## src/rtl/and4_selftest_ctrl_if.sv

```systemverilog
// Control and gate-side signal bundle of the 4-input AND self-test sequencer.
// The sequencer connects through the slave view; the launcher and gate side use master.
interface and4_selftest_ctrl_if;
    logic       start;
    logic       dut_a;
    logic       dut_b;
    logic       dut_c;
    logic       dut_d;
    logic       dut_f;
    logic       busy;
    logic       done;
    logic       pass;
    logic [4:0] err_count;
    logic       fail_valid;
    logic [3:0] first_fail;

    modport slave (
        input  start,
        input  dut_f,
        output dut_a,
        output dut_b,
        output dut_c,
        output dut_d,
        output busy,
        output done,
        output pass,
        output err_count,
        output fail_valid,
        output first_fail
    );

    modport master (
        output start,
        output dut_f,
        input  dut_a,
        input  dut_b,
        input  dut_c,
        input  dut_d,
        input  busy,
        input  done,
        input  pass,
        input  err_count,
        input  fail_valid,
        input  first_fail
    );
endinterface

```

## src/rtl/and4_selftest_ctrl.sv

```systemverilog
// Self-test sequencer for a 4-input AND gate: walks all 16 input vectors, holds
// each for SETTLE_CYCLES extra cycles, then compares and records the result.
module and4_selftest_ctrl #(
    parameter int SETTLE_CYCLES = 2
) (
    input  logic                         clk,
    input  logic                         rst_n,
    and4_selftest_ctrl_if.slave          bus
);
    typedef enum logic [1:0] {
        ST_IDLE  = 2'd0,
        ST_APPLY = 2'd1,
        ST_DONE  = 2'd2
    } state_t;

    localparam logic [3:0] SETTLE = 4'(SETTLE_CYCLES);

    function automatic logic expected_and(input logic [3:0] v);
        return &v;
    endfunction

    state_t     state_q, state_d;
    logic [3:0] vec_q, vec_d;
    logic [3:0] cnt_q, cnt_d;
    logic [4:0] err_q, err_d;
    logic       fail_valid_q, fail_valid_d;
    logic [3:0] first_fail_q, first_fail_d;
    logic       pass_q, pass_d;
    logic [3:0] dut_q, dut_d;
    logic       busy_q, busy_d;
    logic       done_q, done_d;

    // Next-state, result bookkeeping and next output values.
    always_comb begin
        state_d      = state_q;
        vec_d        = vec_q;
        cnt_d        = cnt_q;
        err_d        = err_q;
        fail_valid_d = fail_valid_q;
        first_fail_d = first_fail_q;
        pass_d       = pass_q;
        case (state_q)
            ST_IDLE: begin
                if (bus.start) begin
                    state_d      = ST_APPLY;
                    vec_d        = 4'd0;
                    cnt_d        = 4'd0;
                    err_d        = 5'd0;
                    fail_valid_d = 1'b0;
                    first_fail_d = 4'd0;
                    pass_d       = 1'b0;
                end else begin
                    state_d = ST_IDLE;
                end
            end
            ST_APPLY: begin
                if (cnt_q != SETTLE) begin
                    cnt_d = cnt_q + 4'd1;
                end else begin
                    if (bus.dut_f != expected_and(vec_q)) begin
                        err_d = err_q + 5'd1;
                        if (!fail_valid_q) begin
                            fail_valid_d = 1'b1;
                            first_fail_d = vec_q;
                        end else begin
                            fail_valid_d = fail_valid_q;
                        end
                    end else begin
                        err_d = err_q;
                    end
                    cnt_d = 4'd0;
                    if (vec_q != 4'd15) begin
                        vec_d = vec_q + 4'd1;
                    end else begin
                        state_d = ST_DONE;
                        pass_d  = (err_d == 5'd0);
                    end
                end
            end
            ST_DONE: begin
                state_d = ST_IDLE;
            end
            default: begin
                state_d = ST_IDLE;
            end
        endcase
        // Outputs are registered from the next state so they line up with it.
        dut_d  = (state_d == ST_APPLY) ? vec_d : 4'd0;
        busy_d = (state_d == ST_APPLY);
        done_d = (state_d == ST_DONE);
    end

    // State and output registers with synchronous active-low reset.
    always_ff @(posedge clk) begin
        if (!rst_n) begin
            state_q      <= ST_IDLE;
            vec_q        <= 4'd0;
            cnt_q        <= 4'd0;
            err_q        <= 5'd0;
            fail_valid_q <= 1'b0;
            first_fail_q <= 4'd0;
            pass_q       <= 1'b0;
            dut_q        <= 4'd0;
            busy_q       <= 1'b0;
            done_q       <= 1'b0;
        end else begin
            state_q      <= state_d;
            vec_q        <= vec_d;
            cnt_q        <= cnt_d;
            err_q        <= err_d;
            fail_valid_q <= fail_valid_d;
            first_fail_q <= first_fail_d;
            pass_q       <= pass_d;
            dut_q        <= dut_d;
            busy_q       <= busy_d;
            done_q       <= done_d;
        end
    end

    assign bus.dut_a      = dut_q[0];
    assign bus.dut_b      = dut_q[1];
    assign bus.dut_c      = dut_q[2];
    assign bus.dut_d      = dut_q[3];
    assign bus.busy       = busy_q;
    assign bus.done       = done_q;
    assign bus.pass       = pass_q;
    assign bus.err_count  = err_q;
    assign bus.fail_valid = fail_valid_q;
    assign bus.first_fail = first_fail_q;
endmodule
```

## src/flat_wrapper.sv

```systemverilog
// flat-port wrapper written by rule: the top's interface ports become plain ports
module and4_selftest_ctrl_flat 
#(
    parameter int SETTLE_CYCLES = 2
)
  (clk, rst_n, bus_start, bus_dut_f, bus_dut_a, bus_dut_b, bus_dut_c, bus_dut_d, bus_busy, bus_done, bus_pass, bus_err_count, bus_fail_valid, bus_first_fail);
  and4_selftest_ctrl_if bus_i ();
  input  logic clk;
  input  logic rst_n;
  input wire logic [$bits(bus_i.start)-1:0] bus_start;
  input wire logic [$bits(bus_i.dut_f)-1:0] bus_dut_f;
  output wire logic [$bits(bus_i.dut_a)-1:0] bus_dut_a;
  output wire logic [$bits(bus_i.dut_b)-1:0] bus_dut_b;
  output wire logic [$bits(bus_i.dut_c)-1:0] bus_dut_c;
  output wire logic [$bits(bus_i.dut_d)-1:0] bus_dut_d;
  output wire logic [$bits(bus_i.busy)-1:0] bus_busy;
  output wire logic [$bits(bus_i.done)-1:0] bus_done;
  output wire logic [$bits(bus_i.pass)-1:0] bus_pass;
  output wire logic [$bits(bus_i.err_count)-1:0] bus_err_count;
  output wire logic [$bits(bus_i.fail_valid)-1:0] bus_fail_valid;
  output wire logic [$bits(bus_i.first_fail)-1:0] bus_first_fail;
  assign bus_i.start = bus_start;
  assign bus_i.dut_f = bus_dut_f;
  assign bus_dut_a = bus_i.dut_a;
  assign bus_dut_b = bus_i.dut_b;
  assign bus_dut_c = bus_i.dut_c;
  assign bus_dut_d = bus_i.dut_d;
  assign bus_busy = bus_i.busy;
  assign bus_done = bus_i.done;
  assign bus_pass = bus_i.pass;
  assign bus_err_count = bus_i.err_count;
  assign bus_fail_valid = bus_i.fail_valid;
  assign bus_first_fail = bus_i.first_fail;
  and4_selftest_ctrl #(.SETTLE_CYCLES(SETTLE_CYCLES)) u_core (.clk(clk), .rst_n(rst_n), .bus(bus_i));
endmodule
```

## config.mk

```make
export PLATFORM = sky130hd
export DESIGN_NAME = and4_selftest_ctrl_flat
export DESIGN_NICKNAME = d
export VERILOG_FILES = /design/src/rtl/and4_selftest_ctrl_if.sv /design/src/rtl/and4_selftest_ctrl.sv /design/src/flat_wrapper.sv
export SDC_FILE = /design/constraint.sdc
export NUM_CORES = 1
export LEC_CHECK = 0
export CORE_ASPECT_RATIO = 0.7
export CORE_MARGIN = 10
export CORE_UTILIZATION = 47
export CTS_BUF_LIST = sky130_fd_sc_hd__clkbuf_4 sky130_fd_sc_hd__clkbuf_8 sky130_fd_sc_hd__clkbuf_16
export DETAILED_ROUTE_END_ITERATION = 8
export PLACE_DENSITY = 0.74
export RECOVER_POWER = 100
export SLEW_MARGIN = 20
export SYNTH_ARGS = -nofsm -noshare
export SYNTH_HDL_FRONTEND = slang
export SYNTH_SLANG_ARGS = --single-unit
```

## constraint.sdc

```tcl
create_clock -name clk -period 1.56 [get_ports clk]
set_input_delay 0.312 -clock clk [delete_from_list [all_inputs] [get_ports clk]]
set_output_delay 0.312 -clock clk [all_outputs]
set_load 0.02 [all_outputs]
```

==> impl_metrics.toml <==
[global_route]
grt_max_degree = 15
antenna_found_initial = 0
grt_use_total_pct = 13.8
grt_pass1_vias = 1219
grt_overflow_total = 0
grt_pass1_wl_mm = 5.93

[yosys]
syn_nets = 149
ys_seq_elements = 27
synth_top_cell_area_share_pct = 42.1
syn_inst = 141
syn_avg_cell_area_um2 = 9.10
synth_cell_types = 45
netlist_area_um2 = 1280
ys_warn_count = 0
yosys-top-cells-area = "dfxtp_1 42%, nor2_1 4.1%, ha_1 3.9%"
yosysSeqAreaShare_pct = 42.1
yosys.area.top_type = "dfxtp_1"

[cells_and_area]
final_common_cell = "buf_4"
postLayoutCellArea_um2 = 2010
drive_above_1_share_pct = 38.7
final_cells = 228
seq_area_um2 = 544
multiInputGateArea_um2 = 885
layout.nets = 203
area_growth_pct = 56.5
mostFrequentLayoutCells = "29 x buf_4, 24 x dfxtp_1, 12 x nor2_1"
fillers = 160
diodes = 0
utilization_pct = 79.2

[placed_design]
place_area_um2 = 1740
dpl_worst_slack_ps = -324
dp_cells = 221
io_buffers = 20
dp_hpwl_mm = 2.73
place_congestion = 0.800

[worst_setup_path]
slowest_delay_ps = 450
cp_max_fo = 6
worstSetupPathType = "flop to flop"
start_kind = "flop"
critical_path_buf_inv_count = 3
cpLargestDelayFamily = "simple AND/OR/NAND/NOR gates"
cp.arrival_ps = 1800
crit_path_cell_trace = "inv_2 > ha_4 > or3b_4 > o21ai_1 > nand2_1 > nand2_2 > buf_6 > inv_1"
slowest_stage = "or3b_4"
crit_required_ps = 1740
endpoint_kind = "flop"

[timing]
worst_slack_ps = -55.2
max-slew-margin-rel_pct = 71.1
clock_skew_ps = 1.87
fmax_ghz = 0.619
tightest_slew_ps = 433
finalSetupViolations = 10
holdWs_ps = 516
timing.setup.tns_ps = -337
drv_slew = 0
period_share_pct = 104
finalHoldViolations = 0
min_period_ps = 1620
grt_setup_unrepaired = "true"

[die]
initial_utilization_pct = 50.6
die_area_um2 = 5250
die_height_um = 63.7
coreArea_um2 = 2530
num_io_pins = 21
rows = 15
chipWidth_um = 82.4

[route]
first_pass_iters = 4
via_count = 1334
detail-route-antenna-nets = 0
wl_per_cell_um = 18.9
viasPerCell = 5.85
drtIter0Drc = 123
routed_wl_mm = 4.30
drc = 0

[power]
p_leak_nw = 0.798
total_power_mw = 1.31
powerDensity_nw_per_um2 = 654
peakVddDrop_mv = 0.778

[clock_network]
cts_buffer_depth = 2
clock_sinks = 27
cts_tree = "done"
cts_root_buffer = "clkbuf_8"
cts_hold_buf = 0
cts-htree-levels = 1
cts_made_buffers = 3
clkLatencyLatePin_ps = 270
path_clk_slew_ps = 80

[status]
violations = "setup timing"
status = "finished with violations"

[job]
drv_cap = 0

[min_path]
hp-class = "flop to flop"
timing repair:
| action | 4_1_cts | 5_1_grt |
|---|---|---|
| pin swaps | 17 | 11 |
| endpoints found under the setup margin | 25 | 24 |
| setup buffers | 0 | 4 |
| resized for setup | 21 | 34 |
kinds of logic after synthesis:
group / after synthesis / synth area share (%)
DFF: 27 / 42.1
xor gates and xnor gates: 4 / 3.32
AOI/OAI and AO/OA: 34 / 18.3
buffers and inverters: 12 / 4.19
adders and majority gates: 4 / 3.90
muxes: 2 / 1.56
and+or+nand+nor: 58 / 26.5
synth_stat cells, drive strengths merged:
library cell and n:
a22oi 1, o21ai 9, a311oi 2, nand4b 3, or3b 2, inv 6
a32o 4, and3 3, a31oi 3, and2 1, nand2b 1, a21oi 8
o2111ai 1, ha 4, nor2 15, nor3 10, mux2i 2, o21bai 1
nand3 8, nor4 1, xnor2 3, o21a 1, dfxtp 27, nor3b 3
nand4 1, nand2 9, a22o 1, buf 2, o22ai 1, a211oi 1
o31a 1, nor2b 1, clkbuf 4, xor2 1
registers in the layout, indices dropped and copies added (netlist names):
name	cells
u_core.bus.busy	1
u_core.bus.done	1
u_core.bus.err_count	5
u_core.bus.fail_valid	1
u_core.bus.first_fail	4
u_core.bus.pass	1
u_core.cnt_q	4
u_core.dut_q	4
u_core.state_q	2
u_core.vec_q	4
path summary, 6_finish.rpt:
| kind | start | to | cells after the start | slack, ps |
|---|---|---|---|---|
| worst min-delay path | u_core.bus.pass | u_core.bus.pass | 2 | 520 |
| worst max-delay path | u_core.cnt_q[0] | u_core.bus.busy | 8 | -60 |
| worst max register to register | u_core.cnt_q[0] | u_core.bus.busy | 8 | -60 |
| worst min register to register | u_core.bus.pass | u_core.bus.pass | 2 | 520 |
layout make-up:
class,count,share of cell area (%)
multi-input cells,102,44.1
inverters,6,1.12
flip-flops and latches,27,27.1
repair buffers,55,23.1
well taps,34,2.12
clock buffers,4,2.43
where the power goes:
part	internal (mW)	switching, mW
Clock	0.201	0.209
Sequential	0.697	0.00633
Combinational	0.0863	0.112
tightest hold or removal path, delay by kind of cell (launching register included):
kind,cells,cell delay [ps]
DFF,1,320
AOI/OAI and AO/OA,2,160
per-layer routing:
layer / GRT usage [%] / share of wire (%)
met5: 0 / 0
met4: 1.91 / 3.6
met3: 4.25 / 8.2
met2: 21.6 / 46
met1: 18.4 / 42
Note: power is estimated with default switching activity, not from simulation.
